**config.mk**
```make
export PLATFORM = sky130hd
export DESIGN_NAME = fetch_pc_unit
export DESIGN_NICKNAME = d
export VERILOG_FILES = /design/src/rtl/fetch_pkg.sv /design/src/rtl/pc_next_logic.sv /design/src/rtl/fetch_pc_unit.sv
export SDC_FILE = /design/constraint.sdc
export NUM_CORES = 1
export LEC_CHECK = 0
export ABC_CLOCK_PERIOD_IN_PS = 6500
export CORE_MARGIN = 1
export CORE_UTILIZATION = 45
export CTS_CLUSTER_SIZE = 24
export DETAILED_ROUTE_END_ITERATION = 7
export PLACE_DENSITY = 0.92
export SYNTH_ARGS = -nofsm -noshare
export SYNTH_HDL_FRONTEND = slang
export SYNTH_HIERARCHICAL = 1
export SYNTH_SLANG_ARGS = --single-unit
```
**constraint.sdc**
```tcl
create_clock -name CLK -period 6.5 [get_ports CLK]
set_clock_uncertainty 0.1 [all_clocks]
set_input_delay 1.3 -clock CLK [delete_from_list [all_inputs] [get_ports CLK]]
set_output_delay 1.3 -clock CLK [all_outputs]
set_load 0.01 [all_outputs]
```
**src/rtl/fetch_pkg.sv**
```systemverilog
// Shared encodings for the fetch/PC unit: PCSRC selects, fetch FSM states,
// and the branch opcodes that the next-PC logic inspects.
package fetch_pkg;

  localparam logic [1:0] PCSRC_ALU    = 2'b00;
  localparam logic [1:0] PCSRC_ALUOUT = 2'b01;
  localparam logic [1:0] PCSRC_JUMP   = 2'b10;
  localparam logic [1:0] PCSRC_HOLD   = 2'b11;

  typedef enum logic {
    IDLE = 1'b0,
    WAIT = 1'b1
  } fetch_state_e;

  localparam logic [5:0]  OP_BEQ = 6'd4;
  localparam logic [5:0]  OP_BNE = 6'd5;
  localparam logic [31:0] NOP    = 32'h0000_0000;

  function automatic logic [5:0] opcode_of(input logic [31:0] instr);
    return instr[31:26];
  endfunction

endpackage

```
**src/rtl/pc_next_logic.sv**
```systemverilog
// Combinational next-PC selection and PC write enable for the fetch unit.
// With BRANCH_NE_EN defined, a BNE held in IR inverts the branch condition.
module pc_next_logic
  import fetch_pkg::*;
#(
  parameter int DATA_W = 32
) (
  input  logic [DATA_W-1:0] pc,
  input  logic [DATA_W-1:0] ir,
  input  logic [DATA_W-1:0] alu_result,
  input  logic [DATA_W-1:0] alu_out,
  input  logic [1:0]        pc_src,
  input  logic              pc_write,
  input  logic              pc_write_cond,
  input  logic              zero,
  output logic              pc_we,
  output logic [DATA_W-1:0] pc_next
);

`ifdef BRANCH_NE_EN
  localparam logic BNE_EN = 1'b1;
`else
  localparam logic BNE_EN = 1'b0;
`endif

  logic is_bne_s;
  logic cond_take_s;

  always_comb begin
    is_bne_s    = (opcode_of(ir) == OP_BNE);
    cond_take_s = zero ^ (BNE_EN & is_bne_s);
    pc_we       = pc_write | (pc_write_cond & cond_take_s);
    case (pc_src)
      PCSRC_ALU:    pc_next = alu_result;
      PCSRC_ALUOUT: pc_next = alu_out;
      PCSRC_JUMP:   pc_next = {pc[DATA_W-1:28], ir[25:0], 2'b00};
      // HOLD keeps the PC even when a write is requested
      default:      pc_next = pc;
    endcase
  end

endmodule

```
**src/rtl/fetch_pc_unit.sv**
```systemverilog
// Program counter, instruction register and variable-latency fetch FSM of the
// multicycle MIPS core. Optional macro BRANCH_NE_EN enables BNE branch sense.
module fetch_pc_unit
  import fetch_pkg::*;
#(
  parameter int                DATA_W   = 32,
  parameter logic [DATA_W-1:0] RESET_PC = 32'h0000_0000,
  parameter int                TIMEOUT  = 15
) (
  input  logic              CLK,
  input  logic              RESET,
  input  logic              IRWRITE,
  input  logic              PCWRITE,
  input  logic              PCWRITECOND,
  input  logic              ZERO,
  input  logic [1:0]        PCSRC,
  input  logic [DATA_W-1:0] ALU_RESULT,
  input  logic [DATA_W-1:0] ALU_OUT,
  input  logic [DATA_W-1:0] MEM_RDATA,
  input  logic              MEM_READY,
  output logic              MEM_REQ,
  output logic [DATA_W-1:0] MEM_ADDR,
  output logic [DATA_W-1:0] PC,
  output logic [DATA_W-1:0] IR,
  output logic [5:0]        OPCODE,
  output logic              FETCH_BUSY,
  output logic              FETCH_DONE,
  output logic              FETCH_ERR
);

  localparam logic [7:0] TO_LAST = 8'(TIMEOUT - 1);

  fetch_state_e      state_q, state_d;
  logic              req_q, req_d;
  logic              busy_q, busy_d;
  logic              done_q, done_d;
  logic              err_q, err_d;
  logic [7:0]        cnt_q, cnt_d;
  logic [DATA_W-1:0] addr_q, addr_d;
  logic [DATA_W-1:0] ir_q, ir_d;
  logic [DATA_W-1:0] pc_q, pc_d;
  logic              pc_we_s;
  logic [DATA_W-1:0] pc_next_s;

  pc_next_logic #(.DATA_W(DATA_W)) u_pc_next (
    .pc           (pc_q),
    .ir           (ir_q),
    .alu_result   (ALU_RESULT),
    .alu_out      (ALU_OUT),
    .pc_src       (PCSRC),
    .pc_write     (PCWRITE),
    .pc_write_cond(PCWRITECOND),
    .zero         (ZERO),
    .pc_we        (pc_we_s),
    .pc_next      (pc_next_s)
  );

  always_comb begin
    state_d = state_q;
    req_d   = req_q;
    busy_d  = busy_q;
    done_d  = 1'b0;
    err_d   = err_q;
    cnt_d   = cnt_q;
    addr_d  = addr_q;
    ir_d    = ir_q;
    pc_d    = pc_we_s ? pc_next_s : pc_q;
    case (state_q)
      IDLE: begin
        // a request coinciding with the completion pulse is dropped
        if (IRWRITE && !done_q) begin
          state_d = WAIT;
          req_d   = 1'b1;
          busy_d  = 1'b1;
          addr_d  = pc_q;
          cnt_d   = 8'd0;
        end else begin
          req_d  = 1'b0;
          busy_d = 1'b0;
        end
      end
      WAIT: begin
        if (MEM_READY || (cnt_q == TO_LAST)) begin
          ir_d    = MEM_READY ? MEM_RDATA : DATA_W'(NOP);
          err_d   = err_q | ~MEM_READY;
          done_d  = 1'b1;
          req_d   = 1'b0;
          busy_d  = 1'b0;
          addr_d  = '0;
          cnt_d   = 8'd0;
          state_d = IDLE;
        end else begin
          cnt_d = cnt_q + 8'd1;
        end
      end
      default: begin
        state_d = IDLE;
        req_d   = 1'b0;
        busy_d  = 1'b0;
        addr_d  = '0;
        cnt_d   = 8'd0;
      end
    endcase
  end

  always_ff @(posedge CLK or posedge RESET) begin
    if (RESET) begin
      state_q <= IDLE;
      req_q   <= 1'b0;
      busy_q  <= 1'b0;
      done_q  <= 1'b0;
      err_q   <= 1'b0;
      cnt_q   <= 8'd0;
      addr_q  <= '0;
      ir_q    <= '0;
      pc_q    <= RESET_PC;
    end else begin
      state_q <= state_d;
      req_q   <= req_d;
      busy_q  <= busy_d;
      done_q  <= done_d;
      err_q   <= err_d;
      cnt_q   <= cnt_d;
      addr_q  <= addr_d;
      ir_q    <= ir_d;
      pc_q    <= pc_d;
    end
  end

  assign MEM_REQ    = req_q;
  assign MEM_ADDR   = addr_q;
  assign PC         = pc_q;
  assign IR         = ir_q;
  assign OPCODE     = opcode_of(ir_q);
  assign FETCH_BUSY = busy_q;
  assign FETCH_DONE = done_q;
  assign FETCH_ERR  = err_q;

endmodule

```
Word-level counts from Yosys, hierarchy flattened
Cells that the tools add are included.

Logic and storage cells: 46. Flip-flop bits (word level): 108. Bits of input ports: 105. Output and inout port bits: 106.

Bitwise operators: 6. Multiplexer cells: 15. Eq/ne operators: 5. $add $sub $neg: 1. Reduce and logical (&&, ||, !) cells: 10.

Operator list (count): $mux 32 (3); $pmux 32 s3 (1); $pmux 32 s2 (1); $mux 8 (2); $pmux 8 s2 (1); $add 8x1->8 const B (1); $eq 8x4->1 const B (1); $reduce_and 2->1 (3); $mux 1 (5); $pmux 1 s2 (2); $not 1->1 (3); $reduce_and 3->1 (1); $reduce_bool 3->1 (1); $eq 2x1->1 const B (1); $eq 2x2->1 const B (1); $logic_not 2->1 (1); $ne 2x1->1 const B (1); $ne 2x2->1 const B (1); $or 1x1->1 (2); $reduce_bool 2->1 (1); $and 1x1->1 (1); $logic_and 1x1->1 (1); $logic_not 1->1 (1); $logic_or 1x1->1 (1).

Longest topological paths before layout
Depth after elaboration: 4. Depth in mapped cells: 7. Mapped depth without buffers: 7.

Cells and area by module
Netlist, hierarchy kept.

Modules (own cells, without submodules): fetch_pc_unit (cells an instance 286, area an instance 4166.5 um^2, instances 1); pc_next_logic (cells an instance 53, area an instance 807.0 um^2, instances 1).

Worst setup path before layout
No wires, ideal clock.

Path type: input to register. Start: in PCSRC[0]. End: reg pc_q[25], in the netlist PC[25]. Arrival: 2338 ps. Setup slack: 3935 ps. Buffers on the path: 2. Cell stages on the path: 4. Path through: buf_6 -> buf_8 -> mux4_2 -> mux2_1.

Elaborated cells between the ends (all ways): 6.

RTL lines: start, declared (line fetch_pc_unit.sv:16) `input logic [1:0] PCSRC,`; $eq 2x2->1 (tied with other cells) (line pc_next_logic.sv:33) `case (pc_src)`; $pmux 32 s3 * (line pc_next_logic.sv:33); via pc_next_s[25] (line fetch_pc_unit.sv:43) `logic [DATA_W-1:0] pc_next_s;`; end signal, assigned (line fetch_pc_unit.sv:126) `pc_q <= pc_d;`; end, declared (line fetch_pc_unit.sv:41) `logic [DATA_W-1:0] pc_q, pc_d;`.

The timed path passes the listed nets; every way through them passes the cells marked *. A chain may end at the register's enable or synchronous reset.

Worst setup path after layout
Start: in MEM_READY. End: reg cnt_q[3].

Longest elaborated chain between the ends: 3.

RTL lines: start, declared (line fetch_pc_unit.sv:20) `input logic MEM_READY,`; $logic_or 1x1->1 (line fetch_pc_unit.sv:83) `if (MEM_READY || (cnt_q == TO_LAST)) begin`; $mux 8 (line fetch_pc_unit.sv:83); $pmux 8 s2 (line fetch_pc_unit.sv:68) `case (state_q)`; end signal, assigned (line fetch_pc_unit.sv:123) `cnt_q <= cnt_d;`; end, declared (line fetch_pc_unit.sv:38) `logic [7:0] cnt_q, cnt_d;`.

Every way passes these cells.

==> metrics.md <==
| Metric | Value |
|---|---|
| Status | complete, no violations |
| Setup crit end kind | flop |
| CP Class | in2reg |
| WL/cell | slightly below 20 µm |
| Post-CTS setup buffer count | 0 |
| Core box area | 10,790 µm² |
| Gpl congestion | about 0.78 |
| Register bit total from synthesis | roughly 110 |
| CTS tree | built |
| Area of the multi-input gates | 1979 µm² |
| DR iter-0 viols | roughly 140 |
| Avg Inst Size Synth | 14.67 µm² |
| Pwr Density | around 340 nW/µm² |
| Seq/Total Area, Yosys | 0.5434 |
| Static leakage | between 0.003 and 0.004 µW |
| Mapped Nets | around 450 |
| Total clock sinks | around 110 |
| Register-to-Register Path Depth | 7 |
| Num CTS Buffers | 9 |
| Vias in the first global route | 3,915 |
| CP max stage cell | a21oi_1 |
| CP arrival | around 3.1 ns |
| Post-route cell area | between 7000 and 8000 µm² |
| Hold path startpoint | MEM_ADDR[3] |
| Max-Slew Margin vs Limit | 0.3218 |
| Crit start category | input pin |
| CP startpoint | MEM_READY |
| Resized cells post-CTS | 0 |
| Fraction of registers with async set/reset | 1.000 |
| RSZ-0062 raised after global routing | false |
| CP top delay family | compound AO/OA/AOI/OAI gates |
| VDD IR-drop max | ~190 µV |
| Setup TNS | 0 ns |
| Stages on worst setup path | 5 |
| Drc violations | 0 |
| Yosys synthesis warning count | 6 |
| Most frequent cells in the layout | clkdlybuf4s50_1 (208), dfrtp_1 (108), a22o_1 (61) |
| First-pass GRT wire length | between 20,000 and 25,000 µm |
| Post-Place Cell Area | approximately 7000 µm² |
| Critical path data required time | between 6 and 7 ns |
| Synth Instances | about 340 |
| Post-synthesis cell type count | 40 |
| Final min period | slightly below 3 ns |
| Die Ht | roughly 110 µm |
| Cell chain of the critical path | clkdlybuf4s50_1, nand2b_1, a21oi_1, a41oi_1, a31oi_1 |
| Number of flops mapped to enable cells by yosys | 0 |
| Final setup vio count | 0 |
| Die area | roughly 11,000 µm² |
| Worst min-delay path category | reg2reg |
| Filler cell count | 770 |
| Hpwl dp | just over 9000 µm |
| All-Layer GR Usage | 0.2360 |
| CP Max Fanout | 11 |
| I/O Buffers | 210 |
| Final Max Slew Viols | 0 |
| Syn-to-layout area delta | 44.75% |
| Nets | between 600 and 700 |
| FF/Latch Area | between 2000 and 3000 µm² |
| Slew @ Worst Pin | 1.013 ns |
| Synth Flop Type | dfrtp_1 |
| Share of layout cells above drive strength 1 | 0.1533 |
| Rows | 38 |
| RR Startpoint | cnt_q[0] |
| Chip width | approximately 110 µm |
| Initial Utilization | 0.4608 |
| Most common cell after layout, fill and taps aside | clkdlybuf4s50_1 |
| Final Hold Viols | 0 |
| Cell area after synthesis | a little under 5000 µm² |
| ANT cells | 0 |
| Worst Hold Depth | 1 |
| Largest net degree at the start of global routing | between 50 and 60 |
| Reg clk slew, reported paths | approximately 0.09 ns |
| Pre-antenna DRT Iters | 6 |
| R2R setup slack | ~4.2 ns |
| CP bufs+invs | 1 |
| Final period utilization | 0.4462 |
| Max cap viols | 0 |
| Crit-path max cell delay | roughly 0.59 ns |
| H-tree lvl count | 3 |
| FMAX | 344.8 MHz |
| Hold buffer count at cts | 0 |
| Gr ovfl total | 0 |
| CTS max path bufs | 2 |
| DR vias | 3,729 |
| Final wirelength | roughly 13,000 µm |
| Worst skew pair latency | 0.37 ns |
| Vias per cell | around 5.5 |
| Initial antenna violation count | 0 |
| Root buffer cell | clkbuf_8 |
| Top Ports | ~210 |
| Remaining antenna violation count | 0 |
per-layer routing:
metal | share of wire | vias up | global-route usage
li1 | - | 1677 | -
met1 | 0.41 | 1877 | 0.3019
met2 | 0.51 | 156 | 0.4037
met3 | 0.061 | 19 | 0.04316
met4 | 0.018 | 0 | 0.08023
met5 | 0 | - | 0
path summary, 6_finish.rpt:
check,endpoint
max in group asynchronous,MEM_ADDR[18]
setup reg to reg,FETCH_BUSY
setup / recovery,cnt_q[3]
min in group asynchronous,MEM_ADDR[23]
hold reg to reg,MEM_ADDR[3]
hold / removal,MEM_ADDR[3]
cells by family after synthesis:
logic type / share of synthesized area
compound gates: 0.1489
flops: 0.5434
mux: 0.2053
buf+inv: 0.05912
fa+ha+maj: 0.005031
simple gates: 0.03824
sequential cells by signal (all words and copies together), names as in the netlist:
signal,cells
FETCH_BUSY,1
FETCH_DONE,1
FETCH_ERR,1
IR,32
MEM_ADDR,32
PC,32
cnt_q,8
state_q,1
synth_stat cells (4+ instances only):
library cell | n | area (µm²)
a22o_1 | 61 | 534.3
nand3_1 | 5 | 25.02
clkbuf_1 | 8 | 30.03
dfrtp_1 | 108 | 2703
mux4_2 | 22 | 495.5
nand2b_1 | 4 | 25.02
mux4_1 | 4 | 105.1
buf_6 | 7 | 78.83
buf_4 | 8 | 60.06
mux2_2 | 27 | 304.0
o21ai_0 | 11 | 55.05
mux2_1 | 5 | 56.30
nand2_1 | 11 | 41.29
mux2i_1 | 6 | 60.06
buf_2 | 7 | 35.03
inv_1 | 5 | 18.77
nor2_1 | 4 | 15.01
a21oi_1 | 6 | 30.03
through the flow:
stage,total power (µW),hold WS (ns),instances,util,setup WS (ns)
after floorplan,1516,0.3846,339,-,2.254
after global placement,2032,0.3717,660,0.6497,3.350
after detailed placement,2076,0.3821,660,0.6497,3.243
after CTS,2469,0.4135,675,0.6671,3.639
after global routing,2580,0.4336,675,0.6671,3.422
final,2457,0.4105,675,0.6671,3.600
layout make-up:
type                            instances  area share
Sequential cell                       108      0.3754
Tap cell                              140     0.02433
Clock inverter                          1   0.0006952
Clock buffer                           14     0.02537
Inverter                                6    0.003476
Multi-Input combinational cell        191      0.2749
Timing Repair Buffer                  215      0.2958
worst register-to-register path, stage by stage (launching register included):
cell and delay, ns:
dfrtp_1 0.44, inv_1 0.07, ha_1 0.19, nor3b_2 0.17, and2_4 0.17, o21ai_4 0.78, inv_2 0.11, nor3_2 0.21
where the power goes:
part           internal, µW  switching [µW]  total (µW)
clock                   179             214         393
combinational           627             387        1010
sequential              871             178        1050
Note: power is estimated with default switching activity, not from simulation.
==> edit, RTL diff (same flow settings) <==
`BNE_EN` of `pc_next_logic`: 1'b0 -> 1'b1.
--- a/src/rtl/pc_next_logic.sv
+++ b/src/rtl/pc_next_logic.sv
@@ -20,7 +20,7 @@
 `ifdef BRANCH_NE_EN
   localparam logic BNE_EN = 1'b1;
 `else
-  localparam logic BNE_EN = 1'b0;
+  localparam logic BNE_EN = 1'b1;
 `endif
 
   logic is_bne_s;
Function: changed (Yosys sat finds a counterexample within 4 cycles, from zero or initial values and one cycle with RESET high).
==> edit against the original RTL <==
Routed wire length grew 0.29%. Critical path depth stayed put. Via count rose by 2.3%. Non-clock buffer count decreased by 1. Design area up 0.31%. Critical endpoint is now cnt_q[5]$_DFFE_PP0P_. Combinational power is 9% higher. Worst setup slack lost 0.0042 ns. Total power is 4.6% higher. Global-route usage shrank 0.38 points. Sequential share of layout area fell by 0.12 points. Sequential cell count did not move. Largest power group is now combinational logic. Synthesized area rose by 0.55%.
==> edit: results (changes against the original RTL) <==
\begin{tabular}{lr}
\hline
Metric & Value \\
\hline
\multicolumn{2}{l}{\textbf{Synth}} \\
Leading post-synthesis cells by instance count & 108 x sky130\_fd\_sc\_hd\_\_dfrtp\_1, 63 x sky130\_fd\_sc\_hd\_\_a22o\_1, 29 x sky130\_fd\_sc\_hd\_\_mux2\_2 \\
Largest cells by area after synthesis & sky130\_fd\_sc\_hd\_\_dfrtp\_1 54\%, sky130\_fd\_sc\_hd\_\_mux4\_2 11\%, sky130\_fd\_sc\_hd\_\_a22o\_1 11\%, sky130\_fd\_sc\_hd\_\_mux2\_2 6.5\%, sky130\_fd\_sc\_hd\_\_buf\_6 1.8\% \\
Portion of the post-synthesis area used by sequential elements & 0.540 (-0.00299) \\
Post-synthesis mux area share & 0.202 (-0.00288) \\
Synthesized netlist net count & 450 (+0.90\%) \\
Count of cell types in the netlist & 41 (+2.5\%) \\
Synth Area in Adders & 0.00500 (-0.0000277) \\
\multicolumn{2}{l}{\textbf{Power and ir drop}} \\
Switching share of total power & 0.323 (+0.00592) \\
Worst vdd rail ir drop & 230 uV (+22\%) \\
Leakage power of the design & 3.02 nW (-0.45\%) \\
\multicolumn{2}{l}{\textbf{Routing}} \\
Vias post-DR & 3813 (+2.3\%) \\
Final WL & 13.2 mm (+0.29\%) \\
Detailed Route Iter0 Violations & 100 (-28\%) \\
\multicolumn{2}{l}{\textbf{Place}} \\
Final GP Congestion & 0.747 (-4.1\%) \\
Placement-stage cell area & 0.00704 mm\^{}2 (+0.41\%) \\
Post-detail-place hpwl & 9.21 mm (-0.16\%) \\
Minimum setup slack after placement & 3.19 ns (-0.0521 ns) \\
\multicolumn{2}{l}{\textbf{Global routing}} \\
First-pass GRT wire length & 20.4 mm (-1.7\%) \\
Total global routing track utilization & 0.232 (-0.00378) \\
Pin count of the biggest net entering global routing & 62 (+8.8\%) \\
Number of global-route vias before repair & 3928 (+0.33\%) \\
\multicolumn{2}{l}{\textbf{Critical path}} \\
Cells on worst reg2reg path & 7 (unchanged) \\
Cell family with most CP delay & compound AO/OA/AOI/OAI gates \\
Reg2Reg Launch Point & cnt\_q[0]\$\_DFFE\_PP0P\_ \\
Register-to-register setup slack & 4.18 ns (-0.02 ns) \\
\multicolumn{2}{l}{\textbf{Finish}} \\
Fraction of layout instances using a drive strength above 1 & 0.161 (+0.00814) \\
Net count reported at finish & 641 (+0.47\%) \\
\multicolumn{2}{l}{\textbf{Min path}} \\
End point of the worst hold path & FETCH\_ERR\$\_DFFE\_PP0P\_ \\
Hold wc startpoint & FETCH\_ERR\$\_DFFE\_PP0P\_ \\
\multicolumn{2}{l}{\textbf{Clock network}} \\
Number of H-tree levels & 3 (unchanged) \\
\multicolumn{2}{l}{\textbf{Timing}} \\
Relative slew slack & 0.298 (-0.0239) \\
Highest achievable clock rate & 344 MHz (-0.15\%) \\
\multicolumn{2}{l}{\textbf{Run status}} \\
Run status & complete, no violations \\
\hline
\end{tabular}
-- edit: power groups by stage --
stage / clock network [mW] / registers, mW / logic [mW]
floorplan: 0 / 1.15 / 0.439
global placement: 0 / 1.08 / 1.08
detailed placement: 0 / 1.10 / 1.10
CTS: 0.391 / 1.09 / 1.11
global route: 0.423 / 1.11 / 1.16
finish: 0.387 / 1.09 / 1.10
-- edit: cell type report --
class,count,area (um^2)
Clock inverter,1,5.00
Tap cell,140,175
Multi-Input combinational cell,195,2020
Clock buffer,15,176
Inverter,6,25.0
Timing Repair Buffer,214,2120
Fill cell,800,3620
Sequential cell,108,2700
-- edit: worst max-delay path by stage --
stage	start	to	cells after the start
after global placement	PCSRC[0]	PC[23]$_DFFE_PP0P_	3
after detailed placement	PCSRC[0]	PC[12]$_DFFE_PP0P_	3
after global routing	MEM_READY	cnt_q[5]$_DFFE_PP0P_	5
final	MEM_READY	cnt_q[5]$_DFFE_PP0P_	5
after CTS	PCSRC[0]	PC[12]$_DFFE_PP0P_	3
after floorplan	RESET	FETCH_BUSY$_DFFE_PP0P_	1
-- edit: per-stage QoR --
step	hold slack (ns)	std cells
after global placement	0.361	663
after floorplan	0.385	343
after CTS	0.385	679
after global routing	0.431	679
final	0.379	679
after detailed placement	0.361	663
-- edit: routing by layer --
metal,share of wire,track usage,vias to the layer above
met3,0.063,0.0478,23
met5,0,0,-
met1,0.40,0.281,1940
met2,0.51,0.407,162
met4,0.022,0.0881,0
li1,-,-,1688
-- edit: logic make-up (layout without fill, tap and decap cells) --
kind of cell    count (synthesis)  in the layout
fa+ha+maj                       2              2
mux                            64             64
compound gates                 92             92
buf+inv                        40            236
simple gates                   37             37
flops                         108            108
